--- src/rtl/mux_rr_pkg.sv ---
// Shared types and helpers for the N:1 registered channel mux.
package mux_rr_pkg;

   typedef enum logic {
      MODE_SEL = 1'b0,
      MODE_RR  = 1'b1
   } mux_mode_e;

   function automatic int rr_next(input int ptr, input int n);
      return (ptr + 1 >= n) ? 0 : ptr + 1;
   endfunction

endpackage

--- src/rtl/rr_arbiter.sv ---
// Combinational rotate-priority search: first requester at or after ptr, wrapping modulo N.
module rr_arbiter #(
   parameter  int N     = 4,
   localparam int SEL_W = (N > 1) ? $clog2(N) : 1
) (
   input  logic [N-1:0]     req,
   input  logic [SEL_W-1:0] ptr,
   output logic             gnt_vld,
   output logic [SEL_W-1:0] gnt_idx
);

   always_comb begin
      gnt_vld = 1'b0;
      gnt_idx = '0;
      // Walk from farthest to nearest so the lowest offset from ptr wins.
      for (int i = N - 1; i >= 0; i--) begin
         logic [SEL_W-1:0] cand;
         cand = SEL_W'((int'(ptr) + i) % N);
         if (req[cand]) begin
            gnt_vld = 1'b1;
            gnt_idx = cand;
         end
      end
   end

endmodule

--- src/rtl/mux_rr_reg.sv ---
// N:1 valid/ready channel mux with explicit-select or round-robin grant and a registered output.
module mux_rr_reg
   import mux_rr_pkg::*;
#(
   parameter  int N     = 4,
   parameter  int WIDTH = 8,
   localparam int SEL_W = (N > 1) ? $clog2(N) : 1
) (
   input  logic             clk,
   input  logic             reset_n,
   input  logic             mode_i,
   input  logic [SEL_W-1:0] sel_i,
   input  logic [N-1:0]     valid_i,
   input  logic [N*WIDTH-1:0] data_i,
   output logic [N-1:0]     ready_o,
   output logic             valid_o,
   output logic [WIDTH-1:0] data_o,
   output logic [SEL_W-1:0] chan_o,
   input  logic             ready_i
);

   logic             valid_q, valid_d;
   logic [WIDTH-1:0] data_q, data_d;
   logic [SEL_W-1:0] chan_q, chan_d;
   logic [SEL_W-1:0] rr_ptr_q, rr_ptr_d;

   logic             rr_vld;
   logic [SEL_W-1:0] rr_idx;
   logic             sel_vld;
   logic             gnt_vld;
   logic [SEL_W-1:0] gnt_idx;
   logic             load_en;
   logic             xfer;
   mux_mode_e        mode;

   rr_arbiter #(.N(N)) u_arb (
      .req     (valid_i),
      .ptr     (rr_ptr_q),
      .gnt_vld (rr_vld),
      .gnt_idx (rr_idx)
   );

   always_comb begin
      mode    = mux_mode_e'(mode_i);
      load_en = !valid_q || ready_i;

      sel_vld = 1'b0;
      if (int'(sel_i) < N) sel_vld = valid_i[sel_i];

      if (mode == MODE_RR) begin
         gnt_vld = rr_vld;
         gnt_idx = rr_idx;
      end else begin
         gnt_vld = sel_vld;
         gnt_idx = sel_i;
      end

      xfer = gnt_vld && load_en;

      // Gated by reset_n so no producer sees a handshake while reset is asserted.
      ready_o = '0;
      if (xfer && reset_n) ready_o[gnt_idx] = 1'b1;

      valid_d  = valid_q;
      data_d   = data_q;
      chan_d   = chan_q;
      rr_ptr_d = rr_ptr_q;
      if (xfer) begin
         valid_d = 1'b1;
         data_d  = data_i[int'(gnt_idx)*WIDTH +: WIDTH];
         chan_d  = gnt_idx;
         if (mode == MODE_RR) rr_ptr_d = SEL_W'(rr_next(int'(gnt_idx), N));
      end else if (load_en) begin
         valid_d = 1'b0;
      end
   end

   always_ff @(posedge clk or negedge reset_n) begin
      if (!reset_n) begin
         valid_q  <= 1'b0;
         data_q   <= '0;
         chan_q   <= '0;
         rr_ptr_q <= '0;
      end else begin
         valid_q  <= valid_d;
         data_q   <= data_d;
         chan_q   <= chan_d;
         rr_ptr_q <= rr_ptr_d;
      end
   end

   assign valid_o = valid_q;
   assign data_o  = data_q;
   assign chan_o  = chan_q;

endmodule
--- config.mk ---
export PLATFORM = sky130hd
export DESIGN_NAME = mux_rr_reg
export DESIGN_NICKNAME = d
export VERILOG_FILES = /design/src/rtl/mux_rr_pkg.sv /design/src/rtl/rr_arbiter.sv /design/src/rtl/mux_rr_reg.sv
export SDC_FILE = /design/constraint.sdc
export NUM_CORES = 1
export LEC_CHECK = 0
export ABC_AREA = 1
export CAP_MARGIN = 5
export CORE_UTILIZATION = 45
export CTS_CLUSTER_SIZE = 10
export DETAILED_ROUTE_END_ITERATION = 16
export DONT_BUFFER_PORTS = 1
export HOLD_SLACK_MARGIN = 0.06
export SETUP_SLACK_MARGIN = 0.5
export SYNTH_ARGS = -nofsm -noshare
export SYNTH_HDL_FRONTEND = slang
export SYNTH_SLANG_ARGS = --single-unit
--- constraint.sdc ---
create_clock -name clk -period 1.9 [get_ports clk]
set_clock_uncertainty 0.2 [all_clocks]
set_input_delay 0.19 -clock clk [delete_from_list [all_inputs] [get_ports clk]]
set_output_delay 0.19 -clock clk [all_outputs]
set_load 0.03 [all_outputs]
==> metrics.md <==
| Metric | Value |
|---|---|
| Crit path max fanout | 5 |
| Post-DR vias/cell | 5.27 |
| Leak | 0.00114 uW |
| Final setup viols | 14 |
| Buf+Inv Stages, Crit Path | 2 |
| Starting DRT DRC Count | 20 |
| Measured slew at the worst slew-check pin | 0.583 ns |
| Mapped Area | 1270 sq um |
| Yosys synthesis warning count | 0 |
| Final Hold Fails | 1 |
| Register area share after synthesis | 25.6% |
| Clock power frac | 6.1% |
| First-pass GRT wire length | 6440 microns |
| Port-buffer cells | 0 |
| Delay-heaviest family, CP | simple AND/OR/NAND/NOR gates |
| Combinational group share of total power | 68.6% |
| Status | finished, violations left |
| Slew Viols, Final | 0 |
| CTS sink cnt | 13 |
| First-pass DRT Iterations | 4 |
| Drt total wl | 4060 microns |
| Largest stage delay on the critical path | 0.43 ns |
| IO Count | 57 |
| CP max stage cell | dfrtp_2 |
| Worst setup path start | rr_ptr_q[0] |
| Startpoint Class | flop |
| Synth Area in Compound Gates | 6.11% |
| Max-Cap Viols | 0 |
| RD Place Congestion | 0.833 |
| Post-synth top area cell | dfrtp_1 |
| Total number of vias | 1513 |
| Final hold slack | -0.0632 ns |
| Most used cell, CP | nand2_2 |
| Post-DP HPWL | 2650 microns |
| FMAX | 425 MHz |
| Setup CP Type | reg2out |
| Total GRT Usage | 30.1% |
| DRC violations left | 0 |
| Clk buf depth | 2 |
| Avg Cell Area, Syn | 5.96 sq um |
| Final period utilization | 124% |
| Max rail drop VDD | 0.00120 V |
| Library cells used by synthesis | 23 |
| Num CTS Buffers | 3 |
| Initial antenna violation count | 0 |
| Xor/xnor share of the synthesized area | 0.690% |
| Crit path cell chain | buf_8 > nand2_2 > o21ai_4 > nor2_2 > nor2_1 > nand2_1 > nand2_2 > nand2_4 > nand2_8 > inv_6 > ha_4 > nand2_2 > nor2_4 |
| Yosys reg bits | 13 |
| Core ar. | 2570 sq um |
| Die span in x | 55.1 microns |
| Post-synth EDFFs | 0 |
| Largest net degree at the start of global routing | 17 |
| Synth Instances | 213 |
| Worst skew pair latency | 0.27 ns |
| Routed wire per std cell | 14.2 microns |
| Largest family of logic cells by synthesized area | simple AND/OR/NAND/NOR gates |
| Switching part of the total power | 51.9% |
| Die Area | 3040 sq um |
| Main flop type after synthesis | dfrtp_1 |
| Clock transition at path regs | 0.08 ns |
| Num rows | 18 |
| Arr. time, crit path | 1.96 ns |
| Most common library cells after synthesis | 65 x nand2_1, 42 x inv_1, 39 x nand3_1, 15 x nand2_2, 13 x dfrtp_1 |
| Layout cells sized above 1 | 43.6% |
| Flop pwr share | 25.3% |
| Post-route ant nets | 0 |
| FILL cells | 177 |
| TritonCTS clock tree | yes |
| Crit end category | primary output |
| Worst Slack Setup Final | -0.452 ns |
| RSZ-0062 raised after global routing | yes |
| Post-DP Area | 1450 sq um |
| Post-synth top area share | 25.6% |
| Violated checks | hold timing, setup timing |
| P_sw | 1500 uW |
| Hold_buf cts | 19 |
| Hold_sp | ready_i |
| GRT overflow | 0 |
| Tot Pwr | 2890 uW |
| Antenna Diode Count | 0 |
| Internal Pwr Total | 1390 uW |
| Root Buffer | clkbuf_4 |
| Min-delay worst type | in2reg |
| Number of global-route vias before repair | 1488 |
| Post-synth ARST share | 100% |
| Post-layout util | 81.5% |
| Crit path time final | 2.35 ns |
| Pwr per Cell Area | 1380 nW/um^2 |
| Simple-gate share of the synthesized area | 47.8% |
| H-tree Lvls | 1 |
| Area contributors post-synth | dfrtp_1 26%, nand2_1 19%, nand3_1 15%, inv_1 12%, nand2_2 7.4% |
| Worst r2r src | rr_ptr_q[0] |
| Area Growth Syn to Fin | 64.8% |
| Die Y | 55.1 microns |
| Syn nets | 256 |
| Fin area | 2090 sq um |
| Count leader, synth | nand2_1 |
| Slew HR | 61.0% |
| Final nets | 301 |
| WP data required | 1.51 ns |
| Post-synthesis adder-cell area fraction | 0.985% |
| Mux cell area share after synthesis | 0% |
| Initial Util | 49.5% |
-- metrics by stage --
stage	hold WS [ns]	worst slack [ns]	cells	setup TNS [ns]
after floorplan	-0.306	-0.143	213	-0.497
after global placement	-0.305	-0.235	252	-2.46
after detailed placement	-0.305	-0.273	252	-3.22
after CTS	-0.0566	-0.445	285	-2.88
after global routing	-0.0448	-0.580	287	-5.90
final	-0.0632	-0.452	287	-4.19
-- worst min-delay path, cell delays in order --
cell and delay, ns:
inv_1 0.02, nand2_1 0.10, nand2_1 0.06
-- cell type report --
type                       instances  area (sq um)  area share (%)
multi-input combinational        148          1020            48.6
inverter                          44           175            8.37
clock inverter                     1          5.00           0.239
sequential                        13           328            15.7
tap                               30          37.5            1.79
timing repair buffer              48           508            24.3
clock buffer                       3          22.5            1.08
-- metal layers --
layer | track usage (%) | share of wire (%) | up-vias
met3 | 6.28 | 3.4 | 8
met1 | 31.9 | 41 | 726
met5 | 0 | 0 | -
met2 | 58.6 | 54 | 47
li1 | - | - | 732
met4 | 8.33 | 1.8 | 0
-- logic make-up after synthesis --
kind of cell    Yosys count
flops                    13
compound gates           13
xor+xnor                  1
simple gates            133
buf+inv                  52
fa+ha+maj                 1
-- state kept, by name (all words and copies together) (netlist names) --
register and flops:
valid_o 1, chan_o 2, data_o 8, rr_ptr_q 2
-- path summary, 6_finish.rpt --
kind | to | slack (ns) | depth (start not counted)
setup / recovery | ready_o[2] | -0.45 | 13
hold / removal | valid_o | -0.06 | 3
setup reg to reg | data_o[1] | -0.31 | 16
hold reg to reg | valid_o | 0.36 | 2
max in group asynchronous | rr_ptr_q[0] | 0.94 | 1
min in group asynchronous | data_o[2] | 0.13 | 1
-- cell usage in the layout (no fill, tap or decap) --
cell type	instances
a21oi_1	1
a21oi_2	2
buf_12	1
buf_16	1
buf_4	12
buf_6	12
buf_8	3
clkbuf_4	3
clkinv_2	1
dfrtp_1	11
dfrtp_2	2
dlygate4sd3_1	19
ha_4	1
inv_1	39
inv_2	3
inv_6	2
nand2_1	47
nand2_2	23
nand2_4	11
nand2_8	1
nand3_1	18
nand3_2	20
nand3_4	2
nor2_1	4
nor2_2	3
nor2_4	4
o211ai_1	1
o21ai_0	2
o21ai_1	2
o21ai_2	2
o21ai_4	2
o21bai_1	1
xnor2_2	1
-- power by group through the flow --
stage                     Combinational, uW  Sequential (uW)  Clock (uW)
after global routing                   2150              750         192
after floorplan                        1010              695           0
after detailed placement               1240              755           0
after global placement                 1200              752           0
after CTS                              1820              728         178
final                                  1980              731         177
-- what timing repair did --
| action | 4_1_cts | 5_1_grt |
|---|---|---|
| endpoints found under the hold margin | 24 | 2 |
| resized for setup | 69 | 17 |
| pin swaps | 23 | 9 |
| setup buffers | 8 | 2 |
| endpoints found under the setup margin | 17 | 17 |
| gates cloned | 2 | 0 |
Power figures use the tool's default switching activity.
